===== src/rtl/bfs_level_sequencer_if.sv =====
// Host/engine signal bundle for the BFS level sequencer.
// The sequencer is the master: it owns both engine start handshakes and the host status.
interface bfs_level_sequencer_if #(parameter int DATA_W = 32);
  logic              io_start;
  logic              io_finished;
  logic [DATA_W-1:0] io_denseBasePtr;
  logic [DATA_W-1:0] io_denseCount;
  logic [DATA_W-1:0] io_sparseBasePtrA;
  logic [DATA_W-1:0] io_sparseBasePtrB;
  logic [DATA_W-1:0] io_rootLevel;
  logic [DATA_W-1:0] io_maxLevels;
  logic [DATA_W-1:0] io_levelsDone;
  logic [DATA_W-1:0] io_totalVisited;
  logic [1:0]        io_status;
  logic              d2s_start;
  logic              d2s_finished;
  logic [DATA_W-1:0] d2s_denseBasePtr;
  logic [DATA_W-1:0] d2s_sparseBasePtr;
  logic [DATA_W-1:0] d2s_denseCount;
  logic [DATA_W-1:0] d2s_lookFor;
  logic [DATA_W-1:0] d2s_sparseCount;
  logic              exp_start;
  logic              exp_finished;
  logic [DATA_W-1:0] exp_frontierPtr;
  logic [DATA_W-1:0] exp_frontierSize;
  logic [DATA_W-1:0] exp_nextLevel;

  modport master (
    input  io_start, io_denseBasePtr, io_denseCount, io_sparseBasePtrA, io_sparseBasePtrB,
           io_rootLevel, io_maxLevels, d2s_finished, d2s_sparseCount, exp_finished,
    output io_finished, io_levelsDone, io_totalVisited, io_status,
           d2s_start, d2s_denseBasePtr, d2s_sparseBasePtr, d2s_denseCount, d2s_lookFor,
           exp_start, exp_frontierPtr, exp_frontierSize, exp_nextLevel
  );

  modport slave (
    output io_start, io_denseBasePtr, io_denseCount, io_sparseBasePtrA, io_sparseBasePtrB,
           io_rootLevel, io_maxLevels, d2s_finished, d2s_sparseCount, exp_finished,
    input  io_finished, io_levelsDone, io_totalVisited, io_status,
           d2s_start, d2s_denseBasePtr, d2s_sparseBasePtr, d2s_denseCount, d2s_lookFor,
           exp_start, exp_frontierPtr, exp_frontierSize, exp_nextLevel
  );
endinterface


===== src/rtl/bfs_level_sequencer.sv =====
// Level-by-level BFS sequencer: extract frontier, expand it, swap ping-pong buffers, repeat
// until the frontier is empty, the level budget is spent or a phase watchdog fires.
module bfs_level_sequencer #(
  parameter int DATA_W         = 32,
  parameter int TIMEOUT_W      = 24,
  parameter int TIMEOUT_CYCLES = 0
) (
  input  logic                  clk,
  input  logic                  reset,
  bfs_level_sequencer_if.master bus
);
  typedef enum logic [2:0] {IDLE, D2S_RUN, D2S_REL, EXP_RUN, EXP_REL, DONE} state_t;

  localparam bit                   WD_EN   = (TIMEOUT_CYCLES != 0);
  localparam logic [TIMEOUT_W-1:0] WD_LAST = TIMEOUT_W'(TIMEOUT_CYCLES - 1);

  state_t              state, state_nxt;
  logic [1:0]          status, status_nxt;
  logic [DATA_W-1:0]   dense_base, dense_count, base_a, base_b, max_levels;
  logic [DATA_W-1:0]   level, next_level, frontier_size, levels_done, total_visited;
  logic                sel;
  logic [TIMEOUT_W-1:0] wdog;
  logic                wd_exp;

  assign wd_exp = WD_EN && (wdog == WD_LAST);

  always_ff @(posedge clk or posedge reset) begin
    if (reset) begin
      state <= IDLE;
      status <= 2'd0;
    end else begin
      state <= state_nxt;
      status <= status_nxt;
    end
  end

  // A finished arriving on the expiry cycle takes priority over the timeout.
  always_comb begin
    state_nxt  = state;
    status_nxt = status;
    case (state)
      IDLE: if (bus.io_start) begin
        if (bus.io_maxLevels == '0) begin
          state_nxt  = DONE;
          status_nxt = 2'd2;
        end else begin
          state_nxt  = D2S_RUN;
          status_nxt = 2'd0;
        end
      end
      D2S_RUN: begin
        if (bus.d2s_finished) state_nxt = D2S_REL;
        else if (wd_exp) begin state_nxt = DONE; status_nxt = 2'd3; end
      end
      D2S_REL: begin
        if (!bus.d2s_finished) begin
          if (frontier_size == '0) begin
            state_nxt  = DONE;
            status_nxt = 2'd1;
          end else if (levels_done == max_levels) begin
            state_nxt  = DONE;
            status_nxt = 2'd2;
          end else begin
            state_nxt = EXP_RUN;
          end
        end else if (wd_exp) begin state_nxt = DONE; status_nxt = 2'd3; end
      end
      EXP_RUN: begin
        if (bus.exp_finished) state_nxt = EXP_REL;
        else if (wd_exp) begin state_nxt = DONE; status_nxt = 2'd3; end
      end
      EXP_REL: begin
        if (!bus.exp_finished) state_nxt = D2S_RUN;
        else if (wd_exp) begin state_nxt = DONE; status_nxt = 2'd3; end
      end
      DONE:    if (!bus.io_start) state_nxt = IDLE;
      default: state_nxt = IDLE;
    endcase
  end

  always_ff @(posedge clk or posedge reset) begin
    if (reset) begin
      dense_base    <= '0;
      dense_count   <= '0;
      base_a        <= '0;
      base_b        <= '0;
      max_levels    <= '0;
      level         <= '0;
      next_level    <= '0;
      frontier_size <= '0;
      levels_done   <= '0;
      total_visited <= '0;
      sel           <= 1'b0;
      wdog          <= '0;
    end else begin
      case (state)
        IDLE: if (bus.io_start) begin
          dense_base    <= bus.io_denseBasePtr;
          dense_count   <= bus.io_denseCount;
          base_a        <= bus.io_sparseBasePtrA;
          base_b        <= bus.io_sparseBasePtrB;
          max_levels    <= bus.io_maxLevels;
          level         <= bus.io_rootLevel;
          next_level    <= bus.io_rootLevel + 1'b1;
          frontier_size <= '0;
          levels_done   <= '0;
          total_visited <= '0;
          sel           <= 1'b0;
        end
        D2S_RUN: if (bus.d2s_finished) begin
          frontier_size <= bus.d2s_sparseCount;
          levels_done   <= levels_done + 1'b1;
          total_visited <= total_visited + bus.d2s_sparseCount;
        end
        EXP_REL: if (!bus.exp_finished) begin
          level      <= level + 1'b1;
          next_level <= next_level + 1'b1;
          sel        <= ~sel;
        end
        default: ;
      endcase
      // Watchdog restarts on every state change and only runs inside phase states.
      if (state_nxt != state) wdog <= '0;
      else if (state inside {D2S_RUN, D2S_REL, EXP_RUN, EXP_REL}) wdog <= wdog + 1'b1;
    end
  end

  assign bus.io_finished       = (state == DONE);
  assign bus.io_status         = status;
  assign bus.io_levelsDone     = levels_done;
  assign bus.io_totalVisited   = total_visited;
  assign bus.d2s_start         = (state == D2S_RUN);
  assign bus.d2s_denseBasePtr  = dense_base;
  assign bus.d2s_denseCount    = dense_count;
  assign bus.d2s_sparseBasePtr = sel ? base_b : base_a;
  assign bus.d2s_lookFor       = level;
  assign bus.exp_start         = (state == EXP_RUN);
  assign bus.exp_frontierPtr   = sel ? base_b : base_a;
  assign bus.exp_frontierSize  = frontier_size;
  assign bus.exp_nextLevel     = next_level;
endmodule


===== src/flat_wrapper.sv =====
// flat-port wrapper written by rule: the top's interface ports become plain ports
module bfs_level_sequencer_flat 
#(
  parameter int DATA_W         = 32,
  parameter int TIMEOUT_W      = 24,
  parameter int TIMEOUT_CYCLES = 0
)
  (clk, reset, bus_io_start, bus_io_denseBasePtr, bus_io_denseCount, bus_io_sparseBasePtrA, bus_io_sparseBasePtrB, bus_io_rootLevel, bus_io_maxLevels, bus_d2s_finished, bus_d2s_sparseCount, bus_exp_finished, bus_io_finished, bus_io_levelsDone, bus_io_totalVisited, bus_io_status, bus_d2s_start, bus_d2s_denseBasePtr, bus_d2s_sparseBasePtr, bus_d2s_denseCount, bus_d2s_lookFor, bus_exp_start, bus_exp_frontierPtr, bus_exp_frontierSize, bus_exp_nextLevel);
  bfs_level_sequencer_if #(.DATA_W(DATA_W)) bus_i ();
  input  logic clk;
  input  logic reset;
  input wire logic [$bits(bus_i.io_start)-1:0] bus_io_start;
  input wire logic [$bits(bus_i.io_denseBasePtr)-1:0] bus_io_denseBasePtr;
  input wire logic [$bits(bus_i.io_denseCount)-1:0] bus_io_denseCount;
  input wire logic [$bits(bus_i.io_sparseBasePtrA)-1:0] bus_io_sparseBasePtrA;
  input wire logic [$bits(bus_i.io_sparseBasePtrB)-1:0] bus_io_sparseBasePtrB;
  input wire logic [$bits(bus_i.io_rootLevel)-1:0] bus_io_rootLevel;
  input wire logic [$bits(bus_i.io_maxLevels)-1:0] bus_io_maxLevels;
  input wire logic [$bits(bus_i.d2s_finished)-1:0] bus_d2s_finished;
  input wire logic [$bits(bus_i.d2s_sparseCount)-1:0] bus_d2s_sparseCount;
  input wire logic [$bits(bus_i.exp_finished)-1:0] bus_exp_finished;
  output wire logic [$bits(bus_i.io_finished)-1:0] bus_io_finished;
  output wire logic [$bits(bus_i.io_levelsDone)-1:0] bus_io_levelsDone;
  output wire logic [$bits(bus_i.io_totalVisited)-1:0] bus_io_totalVisited;
  output wire logic [$bits(bus_i.io_status)-1:0] bus_io_status;
  output wire logic [$bits(bus_i.d2s_start)-1:0] bus_d2s_start;
  output wire logic [$bits(bus_i.d2s_denseBasePtr)-1:0] bus_d2s_denseBasePtr;
  output wire logic [$bits(bus_i.d2s_sparseBasePtr)-1:0] bus_d2s_sparseBasePtr;
  output wire logic [$bits(bus_i.d2s_denseCount)-1:0] bus_d2s_denseCount;
  output wire logic [$bits(bus_i.d2s_lookFor)-1:0] bus_d2s_lookFor;
  output wire logic [$bits(bus_i.exp_start)-1:0] bus_exp_start;
  output wire logic [$bits(bus_i.exp_frontierPtr)-1:0] bus_exp_frontierPtr;
  output wire logic [$bits(bus_i.exp_frontierSize)-1:0] bus_exp_frontierSize;
  output wire logic [$bits(bus_i.exp_nextLevel)-1:0] bus_exp_nextLevel;
  assign bus_i.io_start = bus_io_start;
  assign bus_i.io_denseBasePtr = bus_io_denseBasePtr;
  assign bus_i.io_denseCount = bus_io_denseCount;
  assign bus_i.io_sparseBasePtrA = bus_io_sparseBasePtrA;
  assign bus_i.io_sparseBasePtrB = bus_io_sparseBasePtrB;
  assign bus_i.io_rootLevel = bus_io_rootLevel;
  assign bus_i.io_maxLevels = bus_io_maxLevels;
  assign bus_i.d2s_finished = bus_d2s_finished;
  assign bus_i.d2s_sparseCount = bus_d2s_sparseCount;
  assign bus_i.exp_finished = bus_exp_finished;
  assign bus_io_finished = bus_i.io_finished;
  assign bus_io_levelsDone = bus_i.io_levelsDone;
  assign bus_io_totalVisited = bus_i.io_totalVisited;
  assign bus_io_status = bus_i.io_status;
  assign bus_d2s_start = bus_i.d2s_start;
  assign bus_d2s_denseBasePtr = bus_i.d2s_denseBasePtr;
  assign bus_d2s_sparseBasePtr = bus_i.d2s_sparseBasePtr;
  assign bus_d2s_denseCount = bus_i.d2s_denseCount;
  assign bus_d2s_lookFor = bus_i.d2s_lookFor;
  assign bus_exp_start = bus_i.exp_start;
  assign bus_exp_frontierPtr = bus_i.exp_frontierPtr;
  assign bus_exp_frontierSize = bus_i.exp_frontierSize;
  assign bus_exp_nextLevel = bus_i.exp_nextLevel;
  bfs_level_sequencer #(.DATA_W(DATA_W), .TIMEOUT_W(TIMEOUT_W), .TIMEOUT_CYCLES(TIMEOUT_CYCLES)) u_core (.clk(clk), .reset(reset), .bus(bus_i));
endmodule

===== config.mk =====
export PLATFORM = sky130hd
export DESIGN_NAME = bfs_level_sequencer_flat
export DESIGN_NICKNAME = d
export VERILOG_FILES = /design/src/rtl/bfs_level_sequencer_if.sv /design/src/rtl/bfs_level_sequencer.sv /design/src/flat_wrapper.sv
export SDC_FILE = /design/constraint.sdc
export NUM_CORES = 1
export LEC_CHECK = 0
export ABC_AREA = 1
export BUFFER_PORTS_ARGS = -buffer_cell sky130_fd_sc_hd__buf_2
export CAP_MARGIN = 20
export CORE_MARGIN = 2
export CORE_UTILIZATION = 45
export CTS_BUF_LIST = sky130_fd_sc_hd__clkbuf_16
export CTS_CLUSTER_DIAMETER = 100
export DETAILED_ROUTE_END_ITERATION = 16
export PLACE_DENSITY = 0.7
export SKIP_LAST_GASP = 1
export SLEW_MARGIN = 0
export SYNTH_ARGS = -nofsm -noshare
export SYNTH_HDL_FRONTEND = slang
export SYNTH_SLANG_ARGS = --single-unit

===== constraint.sdc =====
create_clock -name clk -period 35.3 [get_ports clk]
set_input_delay 7.06 -clock clk [delete_from_list [all_inputs] [get_ports clk]]
set_output_delay 7.06 -clock clk [all_outputs]
set_load 0.02 [all_outputs]

Word-level counts from Yosys, hierarchy flattened
Cells that the tools add are included.
{"block": "op_classes", "addsub": 5, "bitwise": 1, "eq_ne": 13, "reduce_logical": 11, "n_mux": 33}
{"op": "$pmux 32 s2", "count": 5}
{"op": "$mux 32", "count": 9}
{"op": "$add 32x1->32 const B", "count": 4}
{"op": "$logic_not 32->1", "count": 2}
{"op": "$add 32x32->32", "count": 1}
{"op": "$eq 32x32->1", "count": 1}
{"op": "$mux 3", "count": 9}
{"op": "$pmux 3 s6", "count": 1}
{"op": "$ne 2x2->1 const B", "count": 6}
{"op": "$mux 2", "count": 5}
{"op": "$eq 3x2->1 const B", "count": 2}
{"op": "$eq 3x3->1 const B", "count": 2}
{"op": "$reduce_and 3->1", "count": 2}
{"op": "$reduce_and 6->1", "count": 1}
{"op": "$reduce_bool 2->1", "count": 3}
{"op": "$pmux 2 s2", "count": 1}
{"op": "$reduce_and 4->1", "count": 1}
{"op": "$eq 3x1->1 const B", "count": 1}
{"op": "$logic_not 3->1", "count": 1}
{"op": "$ne 3x1->1 const B", "count": 1}
{"op": "$mux 1", "count": 2}
{"op": "$pmux 1 s2", "count": 1}
{"op": "$reduce_and 2->1", "count": 1}
{"op": "$not 1->1", "count": 1}
{"block": "word_totals", "input_bits": 229, "output_inout_bits": 293, "register_bits": 326}

Longest topological paths before layout
Gate-level depths: netlist (run 1).
{"block": "depth", "word_depth": 5, "ltp_mapped": 16, "ltp_nobuf": 15}

Worst setup path before layout (run 1)
OpenSTA, ideal clock, no wires.
{"block": "synth_timing", "path_kind": "input-to-reg", "startpoint": "input bus_d2s_sparseCount[0]", "endpoint": "register u_core.total_visited[30], in the netlist u_core.bus.io_totalVisited[30]", "setup_slack_ps": 26700, "path_buffers": 0, "t_arrival_ps": 8482, "required_ps": 35182, "cell_stages": 14, "cell_sequence": "ha_1 inv_1 fa_1 nand3b_1 nand2_1 nand2_1 nand2_1 nand3_1 nand3_1 nand2_1 nand2_1 nand2_1 nand3_1 nand2_1"}
{"block": "synth_between", "elab_chain_len": 3}
{"element": "start: declaration", "line": "flat_wrapper.sv:20", "rtl": "input wire logic [$bits(bus_i.d2s_sparseCount)-1:0] bus_d2s_sparseCount;"}
{"element": "$add 32x32->32", "line": "bfs_level_sequencer.sv:113", "rtl": "total_visited <= total_visited + bus.d2s_sparseCount;"}
{"element": "$mux 32", "line": "bfs_level_sequencer.sv:110", "rtl": "D2S_RUN: if (bus.d2s_finished) begin"}
{"element": "$pmux 32 s2", "line": "bfs_level_sequencer.sv:96", "rtl": "case (state)"}
{"element": "end signal: assignment", "line": "bfs_level_sequencer.sv:113"}
{"element": "end: declaration", "line": "bfs_level_sequencer.sv:20", "rtl": "logic [DATA_W-1:0] level, next_level, frontier_size, levels_done, total_visited;"}
No other way between the ends. The select of a mux whose other input is x is not followed.
A chain may end at the register's enable or synchronous reset.

Final worst setup path (run 1)
{"block": "layout_timing", "startpoint": "register u_core.state[2]", "endpoint": "output bus_io_finished"}
{"block": "layout_between", "elab_chain_len": 1}
{"element": "start: declaration", "line": "bfs_level_sequencer.sv:17", "rtl": "state_t state, state_nxt;"}
{"element": "start signal: assignment", "line": "bfs_level_sequencer.sv:32", "rtl": "state <= state_nxt;"}
{"element": "$eq 3x3->1", "line": "bfs_level_sequencer.sv:128", "rtl": "assign bus.io_finished = (state == DONE);"}
{"element": "end: declaration", "line": "flat_wrapper.sv:22", "rtl": "output wire logic [$bits(bus_i.io_finished)-1:0] bus_io_finished;"}
No other way between the ends.

==> results of run 1 <==
state kept, by name, summed over array words and instances (netlist names), 32 cells and up:
signal                       count
u_core.bus.d2s_lookFor          32
u_core.bus.exp_nextLevel        32
u_core.bus.io_levelsDone        32
u_core.base_b                   32
u_core.base_a                   32
u_core.bus.io_totalVisited      32
u_core.bus.d2s_denseCount       32
u_core.bus.exp_frontierSize     32
u_core.max_levels               32
u_core.bus.d2s_denseBasePtr     32
stage by stage:
stage          std cells  setup WS [ps]  area [µm²]  hold WS (ps)  util, %
2_1_floorplan       2602          19210       18900           449        -
3_3_place_gp        3548          25850       21600           459     51.7
3_5_place_dp        3548          25780       21600           460     51.7
4_1_cts             3618          25820       22800           477     54.7
5_1_grt             3633          25740       22900           489     54.9
6_report            3634          25890       22900           471     54.9
logic make-up after synthesis:
family | Yosys count
fa+ha+maj | 35
xor+xnor | 36
flops | 326
compound gates | 387
simple gates | 1392
buf+inv | 426
worst max path at each step:
| stage | from | to | slack, ps | cells after the start |
|---|---|---|---|---|
| 2_1_floorplan | reset | u_core.base_a[0]$_DFFE_PP0P_ | 19210 | 1 |
| 3_3_place_gp | reset | u_core.state[2]$_DFFE_PP0P_ | 25850 | 4 |
| 3_5_place_dp | reset | u_core.state[2]$_DFFE_PP0P_ | 25780 | 4 |
| 4_1_cts | u_core.state[2]$_DFFE_PP0P_ | bus_io_finished | 25820 | 4 |
| 5_1_grt | u_core.state[2]$_DFFE_PP0P_ | bus_io_finished | 25740 | 4 |
| 6_report | u_core.state[2]$_DFFE_PP0P_ | bus_io_finished | 25890 | 4 |
final cells by class:
class / count / area [µm²]
diodes: 13 / 32.5
clock buffers: 40 / 1000
clock inverters: 30 / 231
fillers: 4066 / 18800
inverters: 304 / 1150
multi-input cells: 1850 / 8940
flip-flops and latches: 326 / 8160
well taps: 539 / 674
repair buffers: 532 / 2730
layer usage:
layer,vias up,wire (µm),GRT usage [%]
li1,9155,-,-
met1,8951,26400,36.6
met2,745,31200,48.9
met3,165,3840,4.27
met4,4,2590,13.6
met5,-,27,0
critical path: cells and delay by family, from the launching register on:
kind	cells	cell delay, ps
DFF	1	330
buffers and inverters	3	1140
and+or+nand+nor	1	300
placed cells by master (no fill, tap or decap), types with 4 or more instances in the layout:
master	count
a31oi_1	11
o21a_1	8
inv_1	288
inv_2	19
o21ai_0	228
ha_1	34
a21o_1	5
o22ai_1	4
nor4_1	4
clkinv_1	8
nand4_1	49
nor3_1	45
nand3_1	114
nand3b_1	21
or2_2	11
o21ai_1	18
nand2_1	887
nand2_2	30
diode_2	13
clkbuf_16	40
xnor2_1	29
xor2_1	7
nand2_4	16
buf_2	521
o31ai_1	7
clkinv_2	5
buf_4	8
nor2_4	15
dfrtp_1	324
nor2_1	172
a21oi_1	94
nor2_2	15
report_power, final:
| group | internal (W) | switching [W] | leakage [nW] |
|---|---|---|---|
| registers | 0.000532 | 0.000123 | 4.10 |
| clock network | 0.000223 | 0.000173 | 0.620 |
| logic | 0.000302 | 0.000677 | 7.39 |
==> flow_metrics.env, run 1 <==
export IMPL_synth_simple_area_share_pct=32.3
export IMPL_synth_top_area_share_pct=43.1
export IMPL_max_cap_violations=0
export IMPL_start_kind="register"
export IMPL_slowest_delay_ps=530
export IMPL_cp_arrival_ps=2350
export IMPL_core_um2=41800
export IMPL_tritoncts="built"
export IMPL_finalHoldViolations=0
export IMPL_cts_buffers=40
export IMPL_rsz0062_at_grt="false"
export IMPL_grt_max_degree=131
export IMPL_regToRegSetupSlack_ps=31440
export IMPL_hold_depth=2
export IMPL_die_x_um=209
export IMPL_htreeDepth=2
export IMPL_drt_wl_total_um=64100
export IMPL_r2r_end="u_core.bus.exp_nextLevel[22]$_DFFE_PP0P_"
export IMPL_grt_usage_pct=29.0
export IMPL_ys_ff_latch=326
export IMPL_power_leakage_nw=12.1
export IMPL_final_nets=3318
export IMPL_fmax_ghz=0.106
export IMPL_hold_start="u_core.bus.d2s_denseCount[7]$_DFFE_PP0P_"
export IMPL_syn_nets=2866
export IMPL_min_to="u_core.bus.d2s_denseCount[7]$_DFFE_PP0P_"
export IMPL_synth_distinct_cells=49
export IMPL_reg2reg_depth=15
export IMPL_ys_seq_area_share_pct=43.1
export IMPL_drive_gt1_share_pct=23.0
export IMPL_gp_congestion=0.944
export IMPL_crit_chain="buf_4 > inv_1 > nor3_1 > buf_2"
export IMPL_die_h_um=209
export IMPL_clkSlewWorstSetupHoldPaths_ps=60
export IMPL_ys_top_cells_by_count="nand2_1 (887), dfrtp_1 (326), inv_1 (284)"
export IMPL_drcViolationCount=0
export IMPL_synth_area_mux_share_pct=0
export IMPL_area_growth_pct=21.1
export IMPL_initial_utilization_pct=45.3
export IMPL_dp_hpwl_um=48000
export IMPL_syn_area_per_cell_um2=7.27
export IMPL_synth_fa_ha_area_share_pct=2.35
export IMPL_synth_edf_count=0
export IMPL_synth_xor_area_share_pct=1.67
export IMPL_fin_crit_ps=9410
export IMPL_finalPower_w=0.00203
export IMPL_ctsRootBufferMaster="clkbuf_16"
export IMPL_max_slew_worst_pin_slew_ps=958
export IMPL_die_area_um2=43700
export IMPL_synth_area_leader_cell="dfrtp_1"
export IMPL_dr_total_vias=19020
export IMPL_io_buffers=521
export IMPL_drt_iter0_drc=1678
export IMPL_synthTopCellsByArea="dfrtp_1 (43%), nand2_1 (18%), o21ai_0 (6.0%)"
export IMPL_crit_required_ps=28240
export IMPL_cp_slowest_cell="buf_4"
export IMPL_slew_headroom_pct=36.0
export IMPL_drt_wirelength_per_cell_um=17.6
export IMPL_cts_resized=0
export IMPL_hp_class="reg2reg"
export IMPL_grt_pass1_wl_um=100000
export IMPL_postRouteAntennaNets=0
export IMPL_cts_sinks=326
export IMPL_ir_drop_uv=57.4
export IMPL_clk_latency_ps=580
export IMPL_finalSetupViolations=0
export IMPL_finClkSkew_ps=17.4
export IMPL_critPathMaxFanout=48
export IMPL_reg2reg_from="u_core.state[1]$_DFFE_PP0P_"
export IMPL_end_kind="output pin"
export IMPL_slew_viol_final=0
export IMPL_drtPass1Iterations=5
export IMPL_synth_top_family_by_area="simple AND/OR/NAND/NOR gates"
export IMPL_grt_remaining_overflow=0
export IMPL_pin_count=522
export IMPL_fin_tns_setup_ps=0
export IMPL_postCtsHoldBufs=0
export IMPL_grt_pass1_vias=18421
export IMPL_post_cts_setup_buffers=0
export IMPL_power_density_nw_per_um2=88.5
export IMPL_num_rows=75
export IMPL_ys_warnings_count=0
export IMPL_antenna_found_initial=15
export IMPL_fin_crit_sh_pct=26.6
export IMPL_yosysMostFrequentCell="nand2_1"
export IMPL_avgViaCountPerCell=5.23
export IMPL_status="complete, no violations"
export IMPL_synth_top_flop_cell="dfrtp_1"
export IMPL_path_class="reg2out"
export IMPL_synthArstFlopShare_pct=100
export IMPL_synth_compound_area_share_pct=10.8
export IMPL_syn_area_um2=18900
export IMPL_clk_path_buf_depth=3
export IMPL_synthCells=2602
Note: power is estimated with default switching activity, not from simulation.
==> run 2: changes to the inputs <==
==> constraint.sdc (replaced) <==
create_clock -name clk -period 8.8 [get_ports clk]
set_input_delay 1.76 -clock clk [delete_from_list [all_inputs] [get_ports clk]]
set_output_delay 1.76 -clock clk [all_outputs]
set_load 0.02 [all_outputs]
==> run 2 against run 1 <==
Hold slack gained 5.1 ps. Count of clock-buffer cells in the layout did not move. Via count down 0.44%. Critical endpoint unchanged.
==> flow_metrics.env, run 2 (synthesis gave the netlist of run 1 again) <==
export IMPL_status="complete, no violations"
export IMPL_die_x_um=209
export IMPL_crit_required_ps=7040
export IMPL_post_place_cells=3550
export IMPL_htreeDepth=2
export IMPL_num_rows=75
export IMPL_drt_wl_total_um=64000
export IMPL_cp_arrival_ps=2400
export IMPL_hold_depth=2
export IMPL_io_buffers=521
export IMPL_ir_drop_uv=257
export IMPL_postCtsHoldBufs=0
export IMPL_ctsRootBufferMaster="clkbuf_16"
export IMPL_grt_max_degree=180
export IMPL_finClkSkew_ps=13.3
export IMPL_avgViaCountPerCell=5.22
export IMPL_grt_remaining_overflow=0
export IMPL_core_um2=41800
export IMPL_fmax_ghz=0.240
export IMPL_dp_hpwl_um=48100
export IMPL_cts_buffers=39
export IMPL_end_kind="output pin"
export IMPL_grt_pass1_vias=18308
export IMPL_slew_headroom_pct=22.5
export IMPL_reg2reg_depth=11
export IMPL_drt_wirelength_per_cell_um=17.6
export IMPL_drive_gt1_share_pct=22.8
export IMPL_cts_resized=0
export IMPL_place_area_um2=21600
export IMPL_pin_count=522
export IMPL_regToRegSetupSlack_ps=5030
export IMPL_grt_pass1_wl_um=99800
export IMPL_grt_usage_pct=29.0
export IMPL_finalSetupViolations=0
export IMPL_initial_utilization_pct=45.3
export IMPL_antenna_found_initial=15
export IMPL_clk_latency_ps=550
export IMPL_die_area_um2=43700
export IMPL_fin_crit_ps=4160
export IMPL_postRouteAntennaNets=0
export IMPL_rsz0062_at_grt="false"
export IMPL_r2r_end="u_core.bus.d2s_lookFor[17]$_DFFE_PP0P_"
export IMPL_place_ws_ps=4170
export IMPL_dr_total_vias=18936
export IMPL_gp_congestion=0.927
export IMPL_timing_final_ws_setup_ps=4640
export IMPL_reg2reg_from="u_core.state[2]$_DFFE_PP0P_"
export IMPL_drtPass1Iterations=8
export IMPL_clk_path_buf_depth=3
export IMPL_power_density_nw_per_um2=356
export IMPL_fin_tns_setup_ps=0
export IMPL_layout_cells_most_common_list="nand2_1 (887), buf_2 (521), dfrtp_1 (325)"
export IMPL_min_to="u_core.base_b[31]$_DFFE_PP0P_"
export IMPL_tritoncts="built"
export IMPL_path_class="reg2out"
export IMPL_die_h_um=209
export IMPL_start_kind="register"
export IMPL_max_slew_worst_pin_slew_ps=1160
export IMPL_finalHoldViolations=0
export IMPL_hp_class="reg2reg"
export IMPL_power_leakage_nw=12.1
export IMPL_post_cts_setup_buffers=0
export IMPL_fin_crit_sh_pct=47.3
export IMPL_final_common_cell="nand2_1"
export IMPL_final_nets=3316
export IMPL_critPathMaxFanout=47
export IMPL_max_cap_violations=0
export IMPL_final_util_pct=54.8
export IMPL_drcViolationCount=0
export IMPL_slew_viol_final=0
export IMPL_stdcell_count=3631
export IMPL_area_growth_pct=20.8
export IMPL_drt_iter0_drc=1487
export IMPL_clkSlewWorstSetupHoldPaths_ps=60
export IMPL_final_cell_area_um2=22900
export IMPL_hold_start="u_core.base_b[31]$_DFFE_PP0P_"
export IMPL_cts_sinks=326
## run 2: cell count changes in the layout (fill, tap and decap cells not counted), moves of 2 or more
cell and delta:
inv_1 +2, buf_4 +2, clkinv_1 +2, bufinv_16 +2, buf_16 -2, clkinvlp_4 -2
## run 2: cell type report
cell class                 instances  area (µm²)
sequential                       326        8160
multi-input combinational       1850        8940
fill                            4077       18900
clock inverter                    29         241
timing repair buffer             531        2680
antenna                           12        30.0
clock buffer                      40        1000
inverter                         304        1150
tap                              539         674
## run 2: worst max path at each step
stage | start | end | cells after the start
floorplan | reset | u_core.base_a[0]$_DFFE_PP0P_ | 1
global placement | bus_io_start | u_core.base_a[20]$_DFFE_PP0P_ | 5
detailed placement | bus_io_start | u_core.base_a[25]$_DFFE_PP0P_ | 5
CTS | u_core.state[2]$_DFFE_PP0P_ | bus_io_finished | 4
global route | u_core.state[2]$_DFFE_PP0P_ | bus_io_finished | 4
finish | u_core.state[2]$_DFFE_PP0P_ | bus_io_finished | 4
## run 2: layer usage
metal	track usage, %	part of all wire (%)
met1	38.0	42
met5	0	0.056
met4	13.0	4.0
met2	47.6	47
met3	4.42	6.4
## run 2: through the flow
| stage | total power [W] | hold slack, ps |
|---|---|---|
| after CTS | 0.00816 | 480 |
| final | 0.00813 | 476 |
| after floorplan | 0.00533 | 449 |
| after global routing | 0.00871 | 497 |
| after global placement | 0.00644 | 459 |
| after detailed placement | 0.00652 | 460 |
## run 2: power breakdown
| part | switching [W] | total [W] | internal, W |
|---|---|---|---|
| Combinational | 0.00270 | 0.00391 | 0.00121 |
| Clock | 0.000669 | 0.00161 | 0.000940 |
| Sequential | 0.000479 | 0.00261 | 0.00213 |
## run 2: critical path, cell delays in order (launching register included)
cell and delay (ps):
dfrtp_1 350, buf_4 530, inv_1 350, nor3_1 330, buf_2 260
